File: src/rtl/sdram_arb_pkg.sv
// Shared types and constants for the two-requester SDRAM command arbiter.
package sdram_arb_pkg;

    localparam int DEFAULT_MAX_OUTSTANDING = 4;
    localparam int TAG_PTR_W               = $clog2(DEFAULT_MAX_OUTSTANDING);

    typedef enum logic {
        ST_IDLE  = 1'b0,
        ST_ISSUE = 1'b1
    } arb_state_t;

    typedef enum logic {
        OWNER_R0 = 1'b0,
        OWNER_R1 = 1'b1
    } arb_owner_t;

endpackage

File: src/rtl/arb_tag_fifo.sv
// 1-bit-wide owner-tag FIFO; remembers which requester each in-flight read belongs to.
module arb_tag_fifo #(
    parameter int DEPTH = 4,
    parameter int PTR_W = $clog2(DEPTH)
) (
    input  logic             clk,
    input  logic             rst_n,
    input  logic             push,
    input  logic             push_data,
    input  logic             pop,
    output logic             pop_data,
    output logic             empty,
    output logic [PTR_W:0]   count
);

    localparam logic [PTR_W:0] FULL_COUNT = (PTR_W + 1)'(DEPTH);

    logic             mem [DEPTH];
    logic [PTR_W-1:0] wr_ptr;
    logic [PTR_W-1:0] rd_ptr;
    logic             do_push;
    logic             do_pop;

    assign do_push  = push && (count != FULL_COUNT);
    assign do_pop   = pop && (count != '0);
    assign empty    = (count == '0);
    assign pop_data = mem[rd_ptr];

    always_ff @(posedge clk or negedge rst_n) begin
        if (!rst_n) begin
            wr_ptr <= '0;
            rd_ptr <= '0;
            count  <= '0;
        end else begin
            if (do_push) wr_ptr <= wr_ptr + 1'b1;
            if (do_pop)  rd_ptr <= rd_ptr + 1'b1;
            case ({do_push, do_pop})
                2'b10:   count <= count + 1'b1;
                2'b01:   count <= count - 1'b1;
                default: count <= count;
            endcase
        end
    end

    always_ff @(posedge clk) begin
        if (do_push) mem[wr_ptr] <= push_data;
    end

endmodule

File: src/rtl/sdram_request_arbiter.sv
// Arbitrates r0 (playback, priority) and r1 (loader) onto one SDRAM controller port.
// Define SDRAM_ARB_STARVE_GUARD_EN to force an r1 win after STARVE_LIMIT lost cycles.
module sdram_request_arbiter
    import sdram_arb_pkg::*;
#(
    parameter int ADDR_W          = 25,
    parameter int DATA_W          = 16,
    parameter int MAX_OUTSTANDING = DEFAULT_MAX_OUTSTANDING,
    parameter int STARVE_LIMIT    = 16
) (
    input  logic              max10Board_50MhzClock,
    input  logic              reset_n,
    input  logic              r0_reqValid,
    input  logic              r0_reqWrite,
    input  logic [ADDR_W-1:0] r0_reqAddress,
    input  logic [DATA_W-1:0] r0_reqWriteData,
    output logic              r0_reqReady,
    output logic              r0_rspValid,
    output logic [DATA_W-1:0] r0_rspData,
    input  logic              r1_reqValid,
    input  logic              r1_reqWrite,
    input  logic [ADDR_W-1:0] r1_reqAddress,
    input  logic [DATA_W-1:0] r1_reqWriteData,
    output logic              r1_reqReady,
    output logic              r1_rspValid,
    output logic [DATA_W-1:0] r1_rspData,
    output logic [ADDR_W-1:0] ctl_address,
    output logic              ctl_read,
    output logic              ctl_write,
    output logic [DATA_W-1:0] ctl_writeData,
    input  logic              ctl_waitRequest,
    input  logic [DATA_W-1:0] ctl_readData,
    input  logic              ctl_readDataValid,
    output logic              err_orphanResponse,
    output arb_state_t        dbg_state
);

    localparam int PTR_W = $clog2(MAX_OUTSTANDING);
    localparam int CNT_W = PTR_W + 1;
    localparam logic [CNT_W-1:0] MAX_CNT = CNT_W'(MAX_OUTSTANDING);

    // Handshake: a request transfers on a rising edge where rN_reqValid and
    // rN_reqReady are both 1; the requester holds its fields stable until then.

    arb_state_t        state;
    arb_state_t        state_next;
    arb_owner_t        owner;
    logic              accept;
    logic              can_latch;
    logic [CNT_W-1:0]  fifo_count;
    logic [CNT_W-1:0]  outstanding;
    logic              read_ok;
    logic              r0_elig;
    logic              r1_elig;
    logic              force_r1;
    logic              grant_r0;
    logic              grant_r1;
    logic              fifo_empty;
    logic              fifo_head;

    assign accept      = (state == ST_ISSUE) && !ctl_waitRequest;
    assign can_latch   = reset_n && ((state == ST_IDLE) || accept);
    // A read sitting in ST_ISSUE is counted so the FIFO can never overflow.
    assign outstanding = fifo_count + CNT_W'((state == ST_ISSUE) && ctl_read);
    assign read_ok     = (outstanding < MAX_CNT);
    assign r0_elig     = r0_reqValid && (r0_reqWrite || read_ok);
    assign r1_elig     = r1_reqValid && (r1_reqWrite || read_ok);

`ifdef SDRAM_ARB_STARVE_GUARD_EN
    localparam int STARVE_W = $clog2(STARVE_LIMIT + 1);
    localparam logic [STARVE_W-1:0] STARVE_MAX = STARVE_W'(STARVE_LIMIT);

    logic [STARVE_W-1:0] starve_cnt;

    always_ff @(posedge max10Board_50MhzClock or negedge reset_n) begin
        if (!reset_n) begin
            starve_cnt <= '0;
        end else if (grant_r1) begin
            starve_cnt <= '0;
        end else if (r1_elig && (starve_cnt != STARVE_MAX)) begin
            starve_cnt <= starve_cnt + 1'b1;
        end
    end

    assign force_r1 = (starve_cnt == STARVE_MAX);
`else
    assign force_r1 = 1'b0;
`endif

    // State register
    always_ff @(posedge max10Board_50MhzClock or negedge reset_n) begin
        if (!reset_n) state <= ST_IDLE;
        else          state <= state_next;
    end

    // Next-state logic
    always_comb begin
        state_next = state;
        case (state)
            ST_IDLE:  if (grant_r0 || grant_r1) state_next = ST_ISSUE;
            ST_ISSUE: if (accept && !(grant_r0 || grant_r1)) state_next = ST_IDLE;
            default:  state_next = ST_IDLE;
        endcase
    end

    // Output logic: grant decision and handshake
    always_comb begin
        grant_r0    = can_latch && r0_elig && !(force_r1 && r1_elig);
        grant_r1    = can_latch && r1_elig && !grant_r0;
        r0_reqReady = grant_r0;
        r1_reqReady = grant_r1;
    end

    assign dbg_state = state;

    always_ff @(posedge max10Board_50MhzClock or negedge reset_n) begin
        if (!reset_n) begin
            ctl_address   <= '0;
            ctl_writeData <= '0;
            ctl_read      <= 1'b0;
            ctl_write     <= 1'b0;
            owner         <= OWNER_R0;
        end else if (grant_r0) begin
            ctl_address   <= r0_reqAddress;
            ctl_writeData <= r0_reqWriteData;
            ctl_read      <= !r0_reqWrite;
            ctl_write     <= r0_reqWrite;
            owner         <= OWNER_R0;
        end else if (grant_r1) begin
            ctl_address   <= r1_reqAddress;
            ctl_writeData <= r1_reqWriteData;
            ctl_read      <= !r1_reqWrite;
            ctl_write     <= r1_reqWrite;
            owner         <= OWNER_R1;
        end else if (accept) begin
            ctl_read      <= 1'b0;
            ctl_write     <= 1'b0;
        end
    end

    arb_tag_fifo #(
        .DEPTH (MAX_OUTSTANDING),
        .PTR_W (PTR_W)
    ) u_tag_fifo (
        .clk       (max10Board_50MhzClock),
        .rst_n     (reset_n),
        .push      (accept && ctl_read),
        .push_data (owner == OWNER_R1),
        .pop       (ctl_readDataValid),
        .pop_data  (fifo_head),
        .empty     (fifo_empty),
        .count     (fifo_count)
    );

    // Read data is routed by the tag at the FIFO head; an empty FIFO means an orphan.
    always_ff @(posedge max10Board_50MhzClock or negedge reset_n) begin
        if (!reset_n) begin
            r0_rspValid        <= 1'b0;
            r1_rspValid        <= 1'b0;
            r0_rspData         <= '0;
            r1_rspData         <= '0;
            err_orphanResponse <= 1'b0;
        end else begin
            r0_rspValid <= ctl_readDataValid && !fifo_empty && !fifo_head;
            r1_rspValid <= ctl_readDataValid && !fifo_empty && fifo_head;
            if (ctl_readDataValid && !fifo_empty && !fifo_head) r0_rspData <= ctl_readData;
            if (ctl_readDataValid && !fifo_empty && fifo_head)  r1_rspData <= ctl_readData;
            if (ctl_readDataValid && fifo_empty) err_orphanResponse <= 1'b1;
        end
    end

endmodule

File: config.mk
export PLATFORM = sky130hd
export DESIGN_NAME = sdram_request_arbiter
export DESIGN_NICKNAME = d
export VERILOG_FILES = /design/src/rtl/sdram_arb_pkg.sv /design/src/rtl/arb_tag_fifo.sv /design/src/rtl/sdram_request_arbiter.sv
export SDC_FILE = /design/constraint.sdc
export NUM_CORES = 1
export LEC_CHECK = 0
export CORE_MARGIN = 2
export CORE_UTILIZATION = 39
export DETAILED_ROUTE_END_ITERATION = 12
export PLACE_DENSITY = 0.87
export SLEW_MARGIN = 25
export SYNTH_ARGS = -nofsm -noshare
export SYNTH_HDL_FRONTEND = slang
export SYNTH_SLANG_ARGS = --single-unit
File: constraint.sdc
create_clock -name max10Board_50MhzClock -period 1.8 [get_ports max10Board_50MhzClock]
set_input_delay 0.27 -clock max10Board_50MhzClock [delete_from_list [all_inputs] [get_ports max10Board_50MhzClock]]
set_output_delay 0.27 -clock max10Board_50MhzClock [all_outputs]
set_load 0.05 [all_outputs]
Word level (Yosys, flattened, before mapping)
Memories as Yosys holds them, arrays and structs flattened.
Cells that the tools add are included.
Widths: inputs -> output; s select.

cells by class
  equal/unequal tests = 3
  bitwise logic cells = 1
  reduce and logical (&&, ||, !) cells = 32
  add/subtract/negate cells = 5
  order comparisons = 1
  multiplexer cells = 17

operator list
  kind                 number
  $mux 25              2
  $mux 16              2
  $logic_and 1x1->1    16
  $mux 1               11
  $logic_not 1->1      7
  $pmux 3 s2           1
  $reduce_bool 3->1    2
  $add 2x1->2 const B  2
  $logic_or 1x1->1     4
  $reduce_bool 2->1    2
  $add 3x1->3          1
  $add 3x1->3 const B  1
  $logic_not 3->1      1
  $lt 3x3->1 const B   1
  $ne 3x3->1 const B   1
  $sub 3x1->3 const B  1
  $eq 2x1->1 const B   1
  $eq 2x2->1 const B   1
  $pmux 1 s2           1
  $not 1->1            1

word-level totals
  bits in registers = 87
  word-level logic and storage cells = 74
  output and inout bits = 81
  bits in writable memories = 4
  input bits = 106
  memories kept = 1

memories
  memory          words  width  rd ports  clocked after Yosys merged registers in  write ports  RTL line            text
  u_tag_fifo.mem  4      1      1         0                                        1            arb_tag_fifo.sv:18  logic mem [DEPTH];

Logic depth before layout (Yosys ltp)
Gate-level depths: netlist of run 1.

  depth in word-level cells = 13
  gate-level depth with buffers = 10

Cells and area by module
A second synthesis of run 1 with hierarchy kept.

second synthesis, totals
  cell total of the unflattened synthesis = 311
  area total of the unflattened synthesis = 4186.5 um^2

by module, submodules not included
  module                 sequential area each (um^2)  area an instance (um^2)  cells an instance  instances
  sdram_request_arbiter  2001.9                       3607.2                   268                1
  arb_tag_fifo           295.3                        579.3                    43                 1

Worst setup path before layout of run 1
Ideal clock, no wire load.

  path type = register to output
  from = register state (netlist: dbg_state)
  to = output r1_reqReady
  stages on the path, launching flop included = 7
  slack = -0.755 ns
  data required time = 1.530 ns
  arrival = 2.285 ns
  cells stage by stage = dfrtp_1 > nand2_1 > and3_1 > clkbuf_1 > nand2_2 > inv_1 > nor2_1

on the way
  word-level cells in the longest chain between the ends = 8
  elaborated cells on any way between the ends = 15
  classes of those cells = add/sub (1); order compare (1); bitwise (1); reduce/logical (12)

RTL lines
  item                    RTL line                      text
  from (decl)             sdram_request_arbiter.sv:45   arb_state_t state;
  from (signal assigned)  sdram_request_arbiter.sv:93   else state <= state_next;
  $logic_and 1x1->1       sdram_request_arbiter.sv:64   assign outstanding = fifo_count + CNT_W'((state == ST_ISSUE) && ctl_read);
  $add 3x1->3             sdram_request_arbiter.sv:64
  $lt 3x3->1              sdram_request_arbiter.sv:65   assign read_ok = (outstanding < MAX_CNT);
  $logic_or 1x1->1        sdram_request_arbiter.sv:66   assign r0_elig = r0_reqValid && (r0_reqWrite || read_ok);
  $logic_and 1x1->1       sdram_request_arbiter.sv:66
  $logic_and 1x1->1 *     sdram_request_arbiter.sv:108  grant_r0 = can_latch && r0_elig && !(force_r1 && r1_elig);
  net r0_reqReady         sdram_request_arbiter.sv:17   output logic r0_reqReady,
  $logic_not 1->1 *       sdram_request_arbiter.sv:109  grant_r1 = can_latch && r1_elig && !grant_r0;
  $logic_and 1x1->1 *     sdram_request_arbiter.sv:109
  to (decl)               sdram_request_arbiter.sv:24   output logic r1_reqReady,

The timed path passes the listed nets; every way through them passes the cells marked *.

Worst setup path after layout of run 1
  from = register u_tag_fifo.count[1]
  to = output r1_reqReady

on the way
  word-level cells in the longest chain between the ends = 7
  elaborated cells on any way between the ends = 10
  classes of those cells = add/sub (1); order compare (1); reduce/logical (8)

RTL lines
  item                    RTL line                      text
  from (decl)             arb_tag_fifo.sv:13            output logic [PTR_W:0] count
  from (signal assigned)  arb_tag_fifo.sv:38            2'b10: count <= count + 1'b1;
  from (signal assigned)  arb_tag_fifo.sv:39            2'b01: count <= count - 1'b1;
  from (signal assigned)  arb_tag_fifo.sv:40            default: count <= count;
  $add 3x1->3 *           sdram_request_arbiter.sv:64
  $lt 3x3->1 *            sdram_request_arbiter.sv:65
  $logic_or 1x1->1        sdram_request_arbiter.sv:66
  $logic_and 1x1->1       sdram_request_arbiter.sv:66
  $logic_and 1x1->1       sdram_request_arbiter.sv:108
  $logic_not 1->1         sdram_request_arbiter.sv:109
  $logic_and 1x1->1 *     sdram_request_arbiter.sv:109

Every way passes the cells marked *; elsewhere a longest branch is shown, timed or not.

==> results of run 1 <==
worst min-delay path, cell delays in order:
cell and delay (ps):
buf_4 130, nand3_1 110, a21o_1 140, a221oi_1 70
report_power, final:
| part | total, mW | switching [mW] | internal [mW] |
|---|---|---|---|
| registers | 3.56 | 0.540 | 3.02 |
| clock network | 1.27 | 0.760 | 0.512 |
| logic | 8.34 | 5.19 | 3.14 |
metal layers:
metal	up-vias	track usage (%)	share of wire, %
met5	-	0	0
met4	0	7.41	1.5
met3	17	5.93	9.0
met2	212	37.4	51
met1	1934	25.1	39
li1	1773	-	-
registers in the layout (all words and copies together), names as in the netlist:
name and count:
ctl_address 25, ctl_writeData 16, r0_rspData 16, r1_rspData 16, u_tag_fifo.mem 4, u_tag_fifo.count 3
u_tag_fifo.rd_ptr 2, u_tag_fifo.wr_ptr 2, ctl_read 1, ctl_write 1, dbg_state 1, err_orphanResponse 1
owner 1, r0_rspValid 1, r1_rspValid 1
synth_stat cells (all sizes together) (5+ instances only):
library cell,count,share of area [%]
a32oi,41,8.2
and2,5,0.72
mux2,33,10
nor2,6,0.89
dfrtp,87,50
clkbuf,14,1.2
inv,10,0.86
o21ai,42,4.8
buf,20,3.5
nand2,7,0.83
ha,5,1.4
a2bb2oi,41,8.2
path summary, 6_finish.rpt:
kind,start,endpoint,slack (ps),depth (start not counted)
setup / recovery,u_tag_fifo.count[1],r1_reqReady,-170,6
hold reg to reg,u_tag_fifo.rd_ptr[1],u_tag_fifo.rd_ptr[1],500,1
setup reg to reg,u_tag_fifo.count[1],u_tag_fifo.count[2],-130,11
min in group asynchronous,reset_n,ctl_write,490,3
hold / removal,reset_n,ctl_read,400,4
max in group asynchronous,reset_n,ctl_address[4],880,3
area by class of cell:
type	count	area, µm²	share of cell area (%)
Tap cell	140	175	2.46
Clock inverter	7	52.6	0.738
Inverter	10	46.3	0.650
Clock buffer	9	124	1.74
Sequential cell	91	2300	32.3
Multi-Input combinational cell	212	1970	27.7
Timing Repair Buffer	239	2450	34.4
metrics by stage:
step / total power [mW] / std cells
2_1_floorplan: 8.76 / 345
3_3_place_gp: 11.4 / 671
3_5_place_dp: 11.5 / 671
4_1_cts: 12.8 / 698
5_1_grt: 13.8 / 708
6_report: 13.2 / 708
timing repair:
action / CTS / global route
endpoints found under the setup margin: 99 / 98
gates resized for setup: 60 / 55
endpoints found under the hold margin: 24 / 0
cloned: 1 / 7
pin swaps: 3 / 7
hold buffers: 2 / 0
setup buffers: 8 / 8
kinds of logic (layout without fill, tap and decap cells):
group | Yosys count | after routing
multiplexers | 37 | 37
buffers and inverters | 44 | 265
flip-flops | 91 | 91
XOR/XNOR | 7 | 7
AND/OR/NAND/NOR | 29 | 31
AO/OA/AOI/OAI | 131 | 131
adder cells (fa/ha/maj) | 6 | 6
==> results.py, run 1 <==
metrics = {
    "floorplanning": {
        "die_y_um": 110,
        "die-area_um2": 12100,
        "io_pins": 187,
        "fp.coreArea_um2": 10900,
        "rows": 38,
        "die_width_um": 110,
        "start_util_pct": 40.2,
    },
    "cells_and_area": {
        "final_core_util_pct": 65.4,
        "layout_commonest_cell": "clkdlybuf4s50_1",
        "nets": 675,
        "fin_area_um2": 7120,
        "diodes": 0,
        "drive_gt1_share_pct": 25.5,
        "layout_common_cells": "clkdlybuf4s50_1, dfrtp_1, buf_4",
        "fillers": 821,
        "area_growth_pct": 62.7,
    },
    "yosys": {
        "synth_top_family_by_area": "compound AO/OA/AOI/OAI gates",
        "synthMuxAreaShare_pct": 11.8,
        "synth_xor_area_share_pct": 1.40,
        "synth-seq-area-share_pct": 52.5,
        "synthAdderAreaFrac_pct": 1.89,
        "synth.distinct_cells": 40,
        "synth_simple_gate_area_share_pct": 4.12,
        "syn_area_um2": 4370,
        "ys_async_sr_fraction_pct": 95.6,
        "synth_seq_cells": 91,
        "syn_area_per_cell_um2": 12.7,
        "yosys_most_used_dff": "dfrtp_1",
        "yosysWarnings": 0,
        "synth_compound_area_share_pct": 22.7,
        "syn_inst": 345,
        "synth-edff-count": 4,
        "syn_nets": 457,
    },
    "detailed_routing": {
        "drcViolationCount": 0,
        "via_per_inst": 5.56,
        "final_antenna_net_count": 0,
        "vias": 3936,
        "drtIter0Drc": 208,
        "wl_per_cell_um": 19.8,
        "wl_mm": 14.0,
        "first_pass_iters": 5,
    },
    "sta": {
        "fmaxAchievable_mhz": 507,
        "fin_tns_setup_ps": -693,
        "setup_slack_ps": -174,
        "setup_viol": 15,
        "hold_viol_final": 0,
        "min_period_ps": 1970,
        "whs_ps": 399,
        "slew_headroom_pct": 65.6,
        "fin_crit_sh_pct": 110,
        "skew_ps": 9.62,
        "tightest_slew_ps": 515,
        "slew_violations": 0,
        "rsz0062_at_grt": "true",
    },
    "run_status": {
        "violations": "setup timing",
        "outcome": "finished, violations left",
    },
    "cts": {
        "root_buffer": "clkbuf_8",
        "clock_latency_ps": 350,
        "clock_sinks": 91,
        "htreeDepth": 3,
        "cts_buffer_depth": 2,
        "numCtsBuffers": 9,
        "cts_tree": "built",
        "path_clk_slew_ps": 100,
    },
    "global_route": {
        "overflow": 0,
        "grt_pass1_vias": 4101,
        "antenna_found_initial": 0,
        "grt_max_degree": 44,
        "grt_pass1_wl_mm": 19.9,
        "grt_usage_pct": 21.4,
    },
    "worst_setup_path": {
        "path_cells": "and4_4 > mux2i_4 > nand2_2 > clkinvlp_4 > nor2_4 > buf_6",
        "crit_path_end_kind": "output port",
        "cp_top_family": "simple AND/OR/NAND/NOR gates",
        "crit_path_max_fanout": 3,
        "path_buf_inv": 2,
        "crit_path_top_delay_cell": "dfrtp_1",
        "path_class": "reg2out",
        "worst_ep_required_time_ps": 1530,
        "start_kind": "flop",
        "arrival_ps": 1700,
        "cpPeakStageDelay_ps": 380,
    },
    "placed_design": {
        "dpl.hpwl_mm": 9.05,
        "io_buffers": 186,
        "dpl_cell_area_um2": 6540,
        "gp_congestion": 0.777,
        "dp_worst_setup_slack_ps": -358,
    },
    "power": {
        "peakVddDrop_v": 0.00156,
        "leakage_nw": 3.26,
        "power_density_nw_per_um2": 1850,
    },
    "flow_run": {
        "maxCapViolations": 0,
    },
    "worst_hold_path": {
        "min_path_type": "in2reg",
    },
}
Note: power is estimated with default switching activity, not from simulation.
==> inputs of run 2 (changes only) <==
--- a/config.mk
+++ b/config.mk
@@ -8,6 +8,7 @@
 export CORE_MARGIN = 2
 export CORE_UTILIZATION = 39
 export DETAILED_ROUTE_END_ITERATION = 12
+export HOLD_SLACK_MARGIN = 0.03
 export PLACE_DENSITY = 0.87
 export SLEW_MARGIN = 25
 export SYNTH_ARGS = -nofsm -noshare
==> results.py, run 2 (synthesized netlist as in run 1, its figures left out) <==
metrics = {
    "detailed_routing": {
        "drcViolationCount": 0,
        "via_per_inst": 5.54,
        "vias": 3908,
        "final_antenna_net_count": 0,
        "first_pass_iters": 5,
        "wl_mm": 13.9,
        "drtIter0Drc": 181,
        "wl_per_cell_um": 19.8,
    },
    "power": {
        "finalPower_mw": 13.1,
        "peakVddDrop_v": 0.00143,
        "power_density_nw_per_um2": 1850,
        "leakage_nw": 3.23,
    },
    "cts": {
        "path_clk_slew_ps": 100,
        "numCtsBuffers": 9,
        "clock_sinks": 91,
        "htreeDepth": 3,
        "cts_tree": "built",
        "cts_buffer_depth": 2,
        "clock_latency_ps": 350,
        "root_buffer": "clkbuf_8",
    },
    "global_route": {
        "overflow": 0,
        "grt_pass1_vias": 4072,
        "grt_pass1_wl_mm": 19.8,
        "antenna_found_initial": 0,
        "grt_usage_pct": 21.3,
        "grt_max_degree": 44,
    },
    "worst_hold_path": {
        "min_path_type": "in2reg",
    },
    "worst_setup_path": {
        "crit_path_end_kind": "output port",
        "arrival_ps": 1670,
        "start_kind": "flop",
        "worst_ep_required_time_ps": 1530,
        "path_class": "reg2out",
        "r2r_slack_ps": -80,
        "crit_path_max_fanout": 3,
    },
    "cells_and_area": {
        "fillers": 823,
        "final_core_util_pct": 64.9,
        "nets": 672,
        "largest_reg_flops": 25,
        "layout_commonest_cell": "clkdlybuf4s50_1",
        "layout_common_cells": "clkdlybuf4s50_1, dfrtp_1, buf_4",
        "regMostFlops": "ctl_address",
        "regArea_um2": 2300,
        "multiInputGateArea_um2": 1970,
        "diodes": 0,
        "drive_gt1_share_pct": 25.1,
        "area_growth_pct": 61.5,
    },
    "placed_design": {
        "dpl.hpwl_mm": 9.05,
        "gp_congestion": 0.777,
        "io_buffers": 186,
    },
    "sta": {
        "rsz0062_at_grt": "true",
        "fin_crit_sh_pct": 108,
        "fin_tns_setup_ps": -531,
        "whs_ps": 386,
        "min_period_ps": 1940,
        "slew_violations": 0,
        "slew_headroom_pct": 65.5,
        "hold_viol_final": 0,
        "tightest_slew_ps": 517,
        "fmaxAchievable_mhz": 514,
        "setup_viol": 15,
        "skew_ps": 11.4,
        "setup_slack_ps": -145,
    },
    "floorplanning": {
        "die_y_um": 110,
        "start_util_pct": 40.2,
        "io_pins": 187,
        "die_width_um": 110,
        "fp.coreArea_um2": 10900,
        "rows": 38,
        "die-area_um2": 12100,
    },
    "run_status": {
        "violations": "setup timing",
        "outcome": "finished, violations left",
    },
    "flow_run": {
        "maxCapViolations": 0,
    },
}
[run 2: changes by cell type in the layout (fill, tap and decap cells not counted)]
cell           previous run  this run
nor3_2                    0         1
buf_6                     5         4
nor2b_2                   0         1
clkbuf_16                 5         4
o21ai_1                  21        19
o21ai_0                  21        23
dlygate4sd3_1             2         1
nor3_4                    1         0
inv_4                     2         0
inv_1                     4         6
nor2b_1                   1         0
[run 2: layout make-up]
cell class | count | share of cell area, %
well taps | 140 | 2.48
flip-flops and latches | 91 | 32.6
clock buffers | 9 | 1.75
clock inverters | 7 | 0.744
inverters | 10 | 0.585
repair buffers | 236 | 34.0
multi-input cells | 212 | 27.9
[run 2: where the power goes]
part / internal (mW) / switching (mW)
combinational: 3.07 / 5.14
sequential: 3.02 / 0.538
clock: 0.513 / 0.764
[run 2: what timing repair did]
action / in CTS / in global routing
buffers inserted: 8 / 3
gates resized for setup: 60 / 47
setup endpoints to repair: 99 / 91
hold buffers: 1 / 0
gates cloned: 1 / 7
hold endpoints to repair: 87 / 0
pin swaps: 3 / 3
[run 2: through the flow]
step	setup slack (ps)	cells	cell area, µm²
2_1_floorplan	-325	345	4400
3_3_place_gp	-272	671	6540
3_5_place_dp	-358	671	6540
4_1_cts	-171	697	6820
5_1_grt	-228	705	7060
6_report	-145	705	7060
[run 2: per-layer routing]
| layer | track usage (%) | part of all wire (%) | vias to the layer above | routed length [µm] |
|---|---|---|---|---|
| li1 | - | - | 1762 | - |
| met5 | 0 | 0 | - | 0 |
| met4 | 7.14 | 1.7 | 0 | 232 |
| met3 | 5.87 | 8.5 | 19 | 1190 |
| met2 | 37.1 | 51 | 204 | 7150 |
| met1 | 25.1 | 38 | 1923 | 5360 |
[run 2: worst max-delay path, cell delays in order (launching register included)]
cell	delay [ps]
dfrtp_1	380
and4_4	290
mux2i_4	250
nand2_2	90
clkinvlp_4	130
nor2_4	40
buf_6	140
[run 2: final timing paths]
path	startpoint	end	cells past startpoint
hold reg to reg	u_tag_fifo.rd_ptr[1]	u_tag_fifo.rd_ptr[1]	1
setup reg to reg	u_tag_fifo.count[1]	u_tag_fifo.count[2]	10
min in group asynchronous	reset_n	ctl_write	3
setup / recovery	u_tag_fifo.count[1]	r1_reqReady	6
hold / removal	reset_n	ctl_read	4
max in group asynchronous	reset_n	ctl_address[9]	3
